<file path="src/rtl/multicycle_ctrl.sv">
`default_nettype none
// ============================================================================
//  Module   : multicycle_ctrl
//  Brief    : Main control FSM for a multicycle MIPS-subset datapath with a
//             shared ALU and a unified req/ready memory port. Counts retired
//             instructions and parks in HALT on illegal encodings.
//  Revision : 1.0  initial release
// ============================================================================
module multicycle_ctrl #(
   parameter int CNT_W = 32
) (
   input  logic             clk,
   input  logic             rst_n,
   input  logic [5:0]       opcode,
   input  logic [5:0]       funct,
   input  logic             mem_ready,
   output logic             mem_req,
   output logic             i_or_d,
   output logic             mem_write,
   output logic             ir_write,
   output logic             pc_write,
   output logic             branch,
   output logic             alu_src_a,
   output logic [1:0]       alu_src_b,
   output logic [2:0]       alucontrol,
   output logic [1:0]       pc_src,
   output logic             reg_write,
   output logic             reg_dst,
   output logic             mem_to_reg,
   output logic             halted,
   output logic [CNT_W-1:0] retired
);

   typedef enum logic [3:0] {
      S_FETCH  = 4'd0,
      S_DECODE = 4'd1,
      S_MEMADR = 4'd2,
      S_MEMRD  = 4'd3,
      S_MEMWB  = 4'd4,
      S_MEMWR  = 4'd5,
      S_EXEC   = 4'd6,
      S_ALUWB  = 4'd7,
      S_BRANCH = 4'd8,
      S_ADDIEX = 4'd9,
      S_ADDIWB = 4'd10,
      S_JUMP   = 4'd11,
      S_HALT   = 4'd12
   } state_t;

   localparam logic [5:0] c_OP_RTYPE = 6'b000000;
   localparam logic [5:0] c_OP_LW    = 6'b100011;
   localparam logic [5:0] c_OP_SW    = 6'b101011;
   localparam logic [5:0] c_OP_BEQ   = 6'b000100;
   localparam logic [5:0] c_OP_ADDI  = 6'b001000;
   localparam logic [5:0] c_OP_J     = 6'b000010;

   localparam logic [5:0] c_FN_ADD = 6'b100000;
   localparam logic [5:0] c_FN_SUB = 6'b100010;
   localparam logic [5:0] c_FN_AND = 6'b100100;
   localparam logic [5:0] c_FN_OR  = 6'b100101;
   localparam logic [5:0] c_FN_SLT = 6'b101010;

   localparam logic [2:0] c_ALU_ADD = 3'b010;
   localparam logic [2:0] c_ALU_SUB = 3'b110;
   localparam logic [2:0] c_ALU_AND = 3'b000;
   localparam logic [2:0] c_ALU_OR  = 3'b001;
   localparam logic [2:0] c_ALU_SLT = 3'b111;

   state_t           r_state;
   state_t           w_next;
   logic             w_mem_req;
   logic             w_ir_write;
   logic             w_pc_write;
   logic             w_funct_legal;
   logic             w_retire;
   logic [CNT_W-1:0] r_retired;

   // R-type instructions are only accepted for the five supported functs
   always_comb begin
      w_funct_legal = (funct == c_FN_ADD) || (funct == c_FN_SUB) ||
                      (funct == c_FN_AND) || (funct == c_FN_OR)  ||
                      (funct == c_FN_SLT);
   end

   // State register; reset always restarts at instruction fetch
   always_ff @(posedge clk or negedge rst_n) begin
      if (!rst_n) r_state <= S_FETCH;
      else        r_state <= w_next;
   end

   // Next-state decode and per-state datapath controls
   always_comb begin
      w_next     = r_state;
      w_mem_req  = 1'b0;
      i_or_d     = 1'b0;
      mem_write  = 1'b0;
      w_ir_write = 1'b0;
      w_pc_write = 1'b0;
      branch     = 1'b0;
      alu_src_a  = 1'b0;
      alu_src_b  = 2'b00;
      alucontrol = 3'b000;
      pc_src     = 2'b00;
      reg_write  = 1'b0;
      reg_dst    = 1'b0;
      mem_to_reg = 1'b0;
      halted     = 1'b0;
      w_retire   = 1'b0;
      case (r_state)
         S_FETCH: begin
            w_mem_req  = 1'b1;
            alu_src_b  = 2'b01;
            alucontrol = c_ALU_ADD;
            w_ir_write = mem_ready;
            w_pc_write = mem_ready;
            if (mem_ready) w_next = S_DECODE;
         end
         S_DECODE: begin
            alu_src_b  = 2'b11;
            alucontrol = c_ALU_ADD;
            if ((opcode == c_OP_LW) || (opcode == c_OP_SW))       w_next = S_MEMADR;
            else if ((opcode == c_OP_RTYPE) && w_funct_legal)     w_next = S_EXEC;
            else if (opcode == c_OP_BEQ)                          w_next = S_BRANCH;
            else if (opcode == c_OP_ADDI)                         w_next = S_ADDIEX;
            else if (opcode == c_OP_J)                            w_next = S_JUMP;
            else                                                  w_next = S_HALT;
         end
         S_MEMADR: begin
            alu_src_a  = 1'b1;
            alu_src_b  = 2'b10;
            alucontrol = c_ALU_ADD;
            w_next     = (opcode == c_OP_LW) ? S_MEMRD : S_MEMWR;
         end
         S_MEMRD: begin
            w_mem_req = 1'b1;
            i_or_d    = 1'b1;
            if (mem_ready) w_next = S_MEMWB;
         end
         S_MEMWB: begin
            reg_write  = 1'b1;
            mem_to_reg = 1'b1;
            w_retire   = 1'b1;
            w_next     = S_FETCH;
         end
         S_MEMWR: begin
            w_mem_req = 1'b1;
            i_or_d    = 1'b1;
            mem_write = 1'b1;
            if (mem_ready) begin
               w_retire = 1'b1;
               w_next   = S_FETCH;
            end
         end
         S_EXEC: begin
            alu_src_a = 1'b1;
            case (funct)
               c_FN_ADD: alucontrol = c_ALU_ADD;
               c_FN_SUB: alucontrol = c_ALU_SUB;
               c_FN_AND: alucontrol = c_ALU_AND;
               c_FN_OR:  alucontrol = c_ALU_OR;
               c_FN_SLT: alucontrol = c_ALU_SLT;
               default:  alucontrol = 3'b000;
            endcase
            w_next = S_ALUWB;
         end
         S_ALUWB: begin
            reg_write = 1'b1;
            reg_dst   = 1'b1;
            w_retire  = 1'b1;
            w_next    = S_FETCH;
         end
         S_BRANCH: begin
            alu_src_a  = 1'b1;
            alucontrol = c_ALU_SUB;
            branch     = 1'b1;
            pc_src     = 2'b01;
            w_retire   = 1'b1;
            w_next     = S_FETCH;
         end
         S_ADDIEX: begin
            alu_src_a  = 1'b1;
            alu_src_b  = 2'b10;
            alucontrol = c_ALU_ADD;
            w_next     = S_ADDIWB;
         end
         S_ADDIWB: begin
            reg_write = 1'b1;
            w_retire  = 1'b1;
            w_next    = S_FETCH;
         end
         S_JUMP: begin
            w_pc_write = 1'b1;
            pc_src     = 2'b10;
            w_retire   = 1'b1;
            w_next     = S_FETCH;
         end
         S_HALT: begin
            halted = 1'b1;
         end
         default: begin
            w_next = S_FETCH;
         end
      endcase
   end

   // Strobes that touch memory or architectural state are killed while in reset
   always_comb begin
      mem_req  = w_mem_req  & rst_n;
      ir_write = w_ir_write & rst_n;
      pc_write = w_pc_write & rst_n;
   end

   // Retired-instruction counter, wraps naturally at 2^CNT_W
   always_ff @(posedge clk or negedge rst_n) begin
      if (!rst_n)        r_retired <= '0;
      else if (w_retire) r_retired <= r_retired + {{(CNT_W-1){1'b0}}, 1'b1};
   end

   assign retired = r_retired;

endmodule
`default_nettype wire
</file>
<file path="config.mk">
export PLATFORM = sky130hd
export DESIGN_NAME = multicycle_ctrl
export DESIGN_NICKNAME = d
export VERILOG_FILES = /design/src/rtl/multicycle_ctrl.sv
export SDC_FILE = /design/constraint.sdc
export NUM_CORES = 1
export LEC_CHECK = 0
export ABC_AREA = 1
export CORE_MARGIN = 4
export CORE_UTILIZATION = 40
export CTS_CLUSTER_SIZE = 20
export DETAILED_ROUTE_END_ITERATION = 10
export PLACE_DENSITY = 0.69
export SLEW_MARGIN = 20
export SYNTH_ARGS = -nofsm -noshare
export SYNTH_HDL_FRONTEND = slang
export SYNTH_SLANG_ARGS = --single-unit
</file>
<file path="constraint.sdc">
create_clock -name clk -period 4.5 [get_ports clk]
set_input_delay 0.675 -clock clk [delete_from_list [all_inputs] [get_ports clk]]
set_output_delay 0.675 -clock clk [all_outputs]
set_load 0.005 [all_outputs]
</file>
======== Yosys cells after proc, flatten, opt, wreduce, memory -nomap -nowiden ========
Cells that the tools add are included.
word-level totals
  memory bits (writable) .................. 0
  latch bits .............................. 0
  word-level logic and storage cells ...... 75
  register bits ........................... 36
  memories kept ........................... 0
  bits in read-only memories .............. 0
cells by class
  mux-type cells .......................... 27
  shift-type cells ........................ 0
  reductions and logical operators ........ 16
  div/mod/pow operators ................... 0
  $lt $le $gt $ge ......................... 0
  multiply operators ...................... 0
  bitwise operators ....................... 4
  $add $sub $neg .......................... 1
  equality and inequality tests ........... 25
operators by type and width
  kind                                                  number
  equality test 6 bit (second input constant)           7
  adder 32 x 1 -> 32 bit (second input constant)        1
  one-hot mux 4 bit (8 select lines)                    1
  equality test 4 bit (second input constant)           5
  two-way mux 4 bit                                     5
  equality test 4 x 3 -> 1 bit (second input constant)  4
  two-way mux 3 bit                                     4
  one-hot mux 3 bit (4 select lines)                    1
  two-way mux 1 bit                                     11
  one-hot mux 3 bit (3 select lines)                    1
  equality test 4 x 2 -> 1 bit (second input constant)  2
  OR reduction 4 bit                                    2
  equality test 6 x 2 -> 1 bit (second input constant)  1
  equality test 6 x 3 -> 1 bit (second input constant)  1
  equality test 6 x 4 -> 1 bit (second input constant)  1
  logical NOT 6 bit                                     1
  inequality test 2 bit (second input constant)         3
  one-hot mux 2 bit (3 select lines)                    1
  OR reduction 3 bit                                    2
  logical OR 1 bit                                      5
  OR reduction 5 bit                                    1
  equality test 4 x 1 -> 1 bit (second input constant)  1
  logical NOT 4 bit                                     1
  one-hot mux 1 bit (2 select lines)                    2
  other kinds (6)                                       9

======== Logic depth before layout (Yosys ltp) ========
  word-level depth ........................ 9
  gate-level depth with buffers ........... 10
  mapped depth without buffers ............ 10

======== Least setup slack after synthesis ========
Ideal clock, no wire load.
  path kind ............................... input-to-output
  start point ............................. in funct[0]
  end point ............................... out alucontrol[2]
  data arrival time ....................... 1.163 ns
  cell stages on the path ................. 3
  slack ................................... 2.662 ns
  data required time ...................... 3.825 ns
  path buffers ............................ 0
  path through ............................ inv_1 nand2_1 o41ai_1
on the way
  longest elaborated chain between the ends .. 3
  elaborated cells between the ends (all ways) .. 6
  those cells by class .................... eq/ne: 4; mux: 2
RTL lines
  element                                 RTL line  text
  start: declaration                      15        input logic [5:0] funct,
  equality test 6 bit                     156       case (funct)
  one-hot mux 3 bit (4 select lines) (*)  156
  one-hot mux 3 bit (3 select lines) (*)  109       case (r_state)
  end: declaration                        25        output logic [2:0] alucontrol,
Every way passes the cells marked *; elsewhere a longest branch is shown, timed or not.

======== Worst setup path after layout ========
  start point ............................. in funct[1]
  end point ............................... out alucontrol[2]
The elaborated chain is that of the path after synthesis.

==> summary.md <==
| Metric | Value |
|---|---|
| GP Congestion | 0.909 |
| Combinational share of power | 47.0% |
| Syn Nets | approximately 460 |
| Inst Count DP | 578 |
| Total Routing Usage GR | between 10% and 20% |
| Startpoint types | input pin |
| Most common cell on crit path | clkdlybuf4s50_1 |
| Slowest CP cell | clkdlybuf4s50_1 |
| Largest net degree at the start of global routing | 35 |
| Critical path class | in -> out |
| First-pass iteration count of the detailed router | 4 |
| RSZ-0062 raised after global routing | no |
| Critical path's top delay family | buffers and inverters |
| Share of cells above drive strength 1 | between 3 and 4% |
| WP buf/inv | 2 |
| IO Count | 65 |
| R2R depth | 8 |
| Cts bufs inserted | 5 |
| Die width | 89.4 um |
| Cell row count | 29 |
| Post-Syn Area | 2650 sq um |
| R2r startpoint | r_state[1]$_DFFE_PN0P_ |
| Worst min path class | in -> async |
| Post-Syn Instances | roughly 440 |
| CTS tree | done |
| Pwr dens | around 360 nW/um^2 |
| Post-synthesis sequential area ratio | ~34% |
| #FFs+latches synth | 36 |
| GRT overflow | 0 |
| Worst Max-Slew Pin Slew | about 0.73 ns |
| Warning count from the yosys run | 0 |
| Post-cts gate resize count | 0 |
| Reg power frac | about a third |
| Clk slew on worst S/H paths | about 0.080 ns |
| Global-route wire length before repair | approximately 12 mm |
| Psw | approximately 520 uW |
| Peak supply drop | about 230 uV |
| Crit. Startpoint | funct[1] |
| Clock tree sinks | 36 |
| Wire length per cell | ~13 um |
| Die Y | approximately 89 um |
| Via count | 2926 |
| Max-slew violations | 0 |
| Final TNS setup | 0 ns |
| # setup viols final | 0 |
| Synthesized area per cell | ~6.0 sq um |
| Starting Density | 41.5% |
| Req. time, crit path | approximately 3.8 ns |
| Status | finished clean |
| DR iter-0 viols | 130 |
| Sw Share | a little over 40% |
| Clock share of power | roughly a fifth |
| Static leakage | 0.00164 uW |
| Crit path cell chain | clkdlybuf4s50_1, nand2_1, o41ai_1, clkdlybuf4s50_1 |
| Synth-to-layout area growth | 29.6% |
| Remaining DRCs | 0 |
| Initial antenna violation count | 0 |
| Yosys top cell by area | dfrtp_1 |
| Drt total wl | around 7.4 mm |
| Die footprint | 8000 sq um |
| Total setup buffers inserted after CTS | 0 |
| Clk Latency, worst-skew pair | between 0.2 and 0.3 ns |
| Worst slew margin | between 50 and 60% |
| Final ANT Viol Nets | 0 |
| Root Buffer Master | clkbuf_8 |
| Share of the synthesized area in the top cell type | about 34% |
| Final clock skew | about 0.0085 ns |
| Final worst path period share | between 60% and 70% |
| Vias in the first global route | between 2000 and 3000 |
| Port bufs | 64 |
| Final hold vios | 0 |
| CTS Buffer Depth | 2 |
| Htree depth | 2 |
| Fin crit period | around 2.9 ns |
| Ant. Diodes | 0 |
| Crit path arrival time | 2.19 ns |
| Worst reg2reg setup slack | 2.25 ns |
| Internal power | 736 uW |
| CTS Hold Buffers Added | 0 |
| Final net count | 524 |
| CP max stage delay | 0.56 ns |
| Finished Layout Cells | a little under 600 |
| Netlist cell types | 25 |
| CP Capture Type | output pin |
| Achievable Freq | ~350 MHz |
| CORE AREA | around 6400 sq um |
| Top cells by area, synth | dfrtp_1, nand2_1, nor2_1, inv_1, nand3b_1 |
| Post-DR vias/cell | ~5 |
| R2R Path End | retired[17]$_DFFE_PN0P_ |
| Post-DP HPWL | approximately 5.8 mm |
| Worst Path Max Fanout | 3 |
| # Max-Cap Violations | 0 |
-- power groups by stage --
stage	Sequential [uW]	Clock [uW]	Combinational, uW
2_1_floorplan	417	0	359
3_3_place_gp	427	0	584
3_5_place_dp	429	0	588
4_1_cts	423	249	592
5_1_grt	432	263	651
6_report	423	242	589
-- cells by family (layout without fill, tap and decap cells) --
kind of cell    Yosys count  in the layout  synth area share [%]
xor+xnor                 13             13                  4.29
flops                    36             36                  34.0
buf+inv                  42            109                  6.75
fa+ha+maj                 1              1                 0.472
simple gates            334            334                  51.2
compound gates           16             16                  3.30
-- cell usage after synthesis --
master    count
inv_2         4
buf_6         1
nand2_2       1
xnor2_1       5
nand4_1       1
o221ai_1      1
o21ai_1       2
ha_1          1
and3_1        1
nand3_2       1
inv_1        32
o41ai_1       1
nor3_1        2
nand3b_1     16
nand2_1     211
buf_4         3
buf_2         2
or2_0         1
a21oi_1       4
nor2_2        2
xor2_1        8
nand3_1      16
dfrtp_1      36
nor2_1       82
o21ai_0       8
-- metal layers --
metal | track usage, % | part of all wire, % | routed length, um | up-vias
li1 | - | - | - | 1489
met2 | 33.5 | 48 | 3560 | 83
met1 | 25.1 | 46 | 3400 | 1340
met3 | 3.23 | 4.0 | 296 | 14
met4 | 6.77 | 1.7 | 122 | 0
met5 | 0 | 0 | 0 | -
-- worst reg2reg max path: stages, from the launching register on --
cell and delay (ns):
dfrtp_1 0.45, inv_2 0.07, nand2_2 0.11, nor2_1 0.07, nor2_2 0.10, nand3_2 0.56, inv_2 0.63, nand2_1 0.11
nand2_1 0.10
-- cells in the final DEF, fill, tap and decap left out, drive strengths merged, types with 2 or more instances in the layout --
| master | Yosys | layout |
|---|---|---|
| buf | 6 | 2 |
| xnor2 | 5 | 5 |
| nor2 | 84 | 84 |
| clkbuf | 0 | 8 |
| xor2 | 8 | 8 |
| nand2 | 212 | 212 |
| dfrtp | 36 | 36 |
| o21ai | 10 | 10 |
| nor3 | 2 | 2 |
| inv | 36 | 36 |
| clkdlybuf4s50 | 0 | 63 |
| nand3 | 17 | 17 |
| nand3b | 16 | 16 |
| a21oi | 4 | 4 |
-- registers in the layout (all words and copies together), names as in the netlist --
register,count
r_state,4
retired,32
-- how the worst max path moves through the flow --
stage,end,slack [ns],cells after the start
2_1_floorplan,alucontrol[2],2.66,3
3_3_place_gp,alucontrol[2],1.70,4
3_5_place_dp,alucontrol[2],1.64,4
4_1_cts,alucontrol[2],1.64,4
5_1_grt,alucontrol[1],1.57,6
6_report,alucontrol[2],1.64,4
-- metrics by stage --
step                      total power [uW]  instance area [sq um]  setup slack (ns)  hold WS (ns)  util [%]
after floorplan                        776                   2650              2.66         0.379         -
after global placement                1010                   3350              1.70         0.515      52.4
after detailed placement              1020                   3350              1.64         0.518      52.4
after CTS                             1260                   3440              1.64         0.299      53.8
after global routing                  1350                   3440              1.57         0.319      53.8
final                                 1250                   3440              1.64         0.297      53.8
-- layout make-up --
type	instances	area, sq um
multi-input cells	364	1570
repair buffers	65	643
clock buffers	8	90.1
flip-flops and latches	36	901
fillers	656	2950
well taps	77	96.3
inverters	36	135
Power figures use the tool's default switching activity.
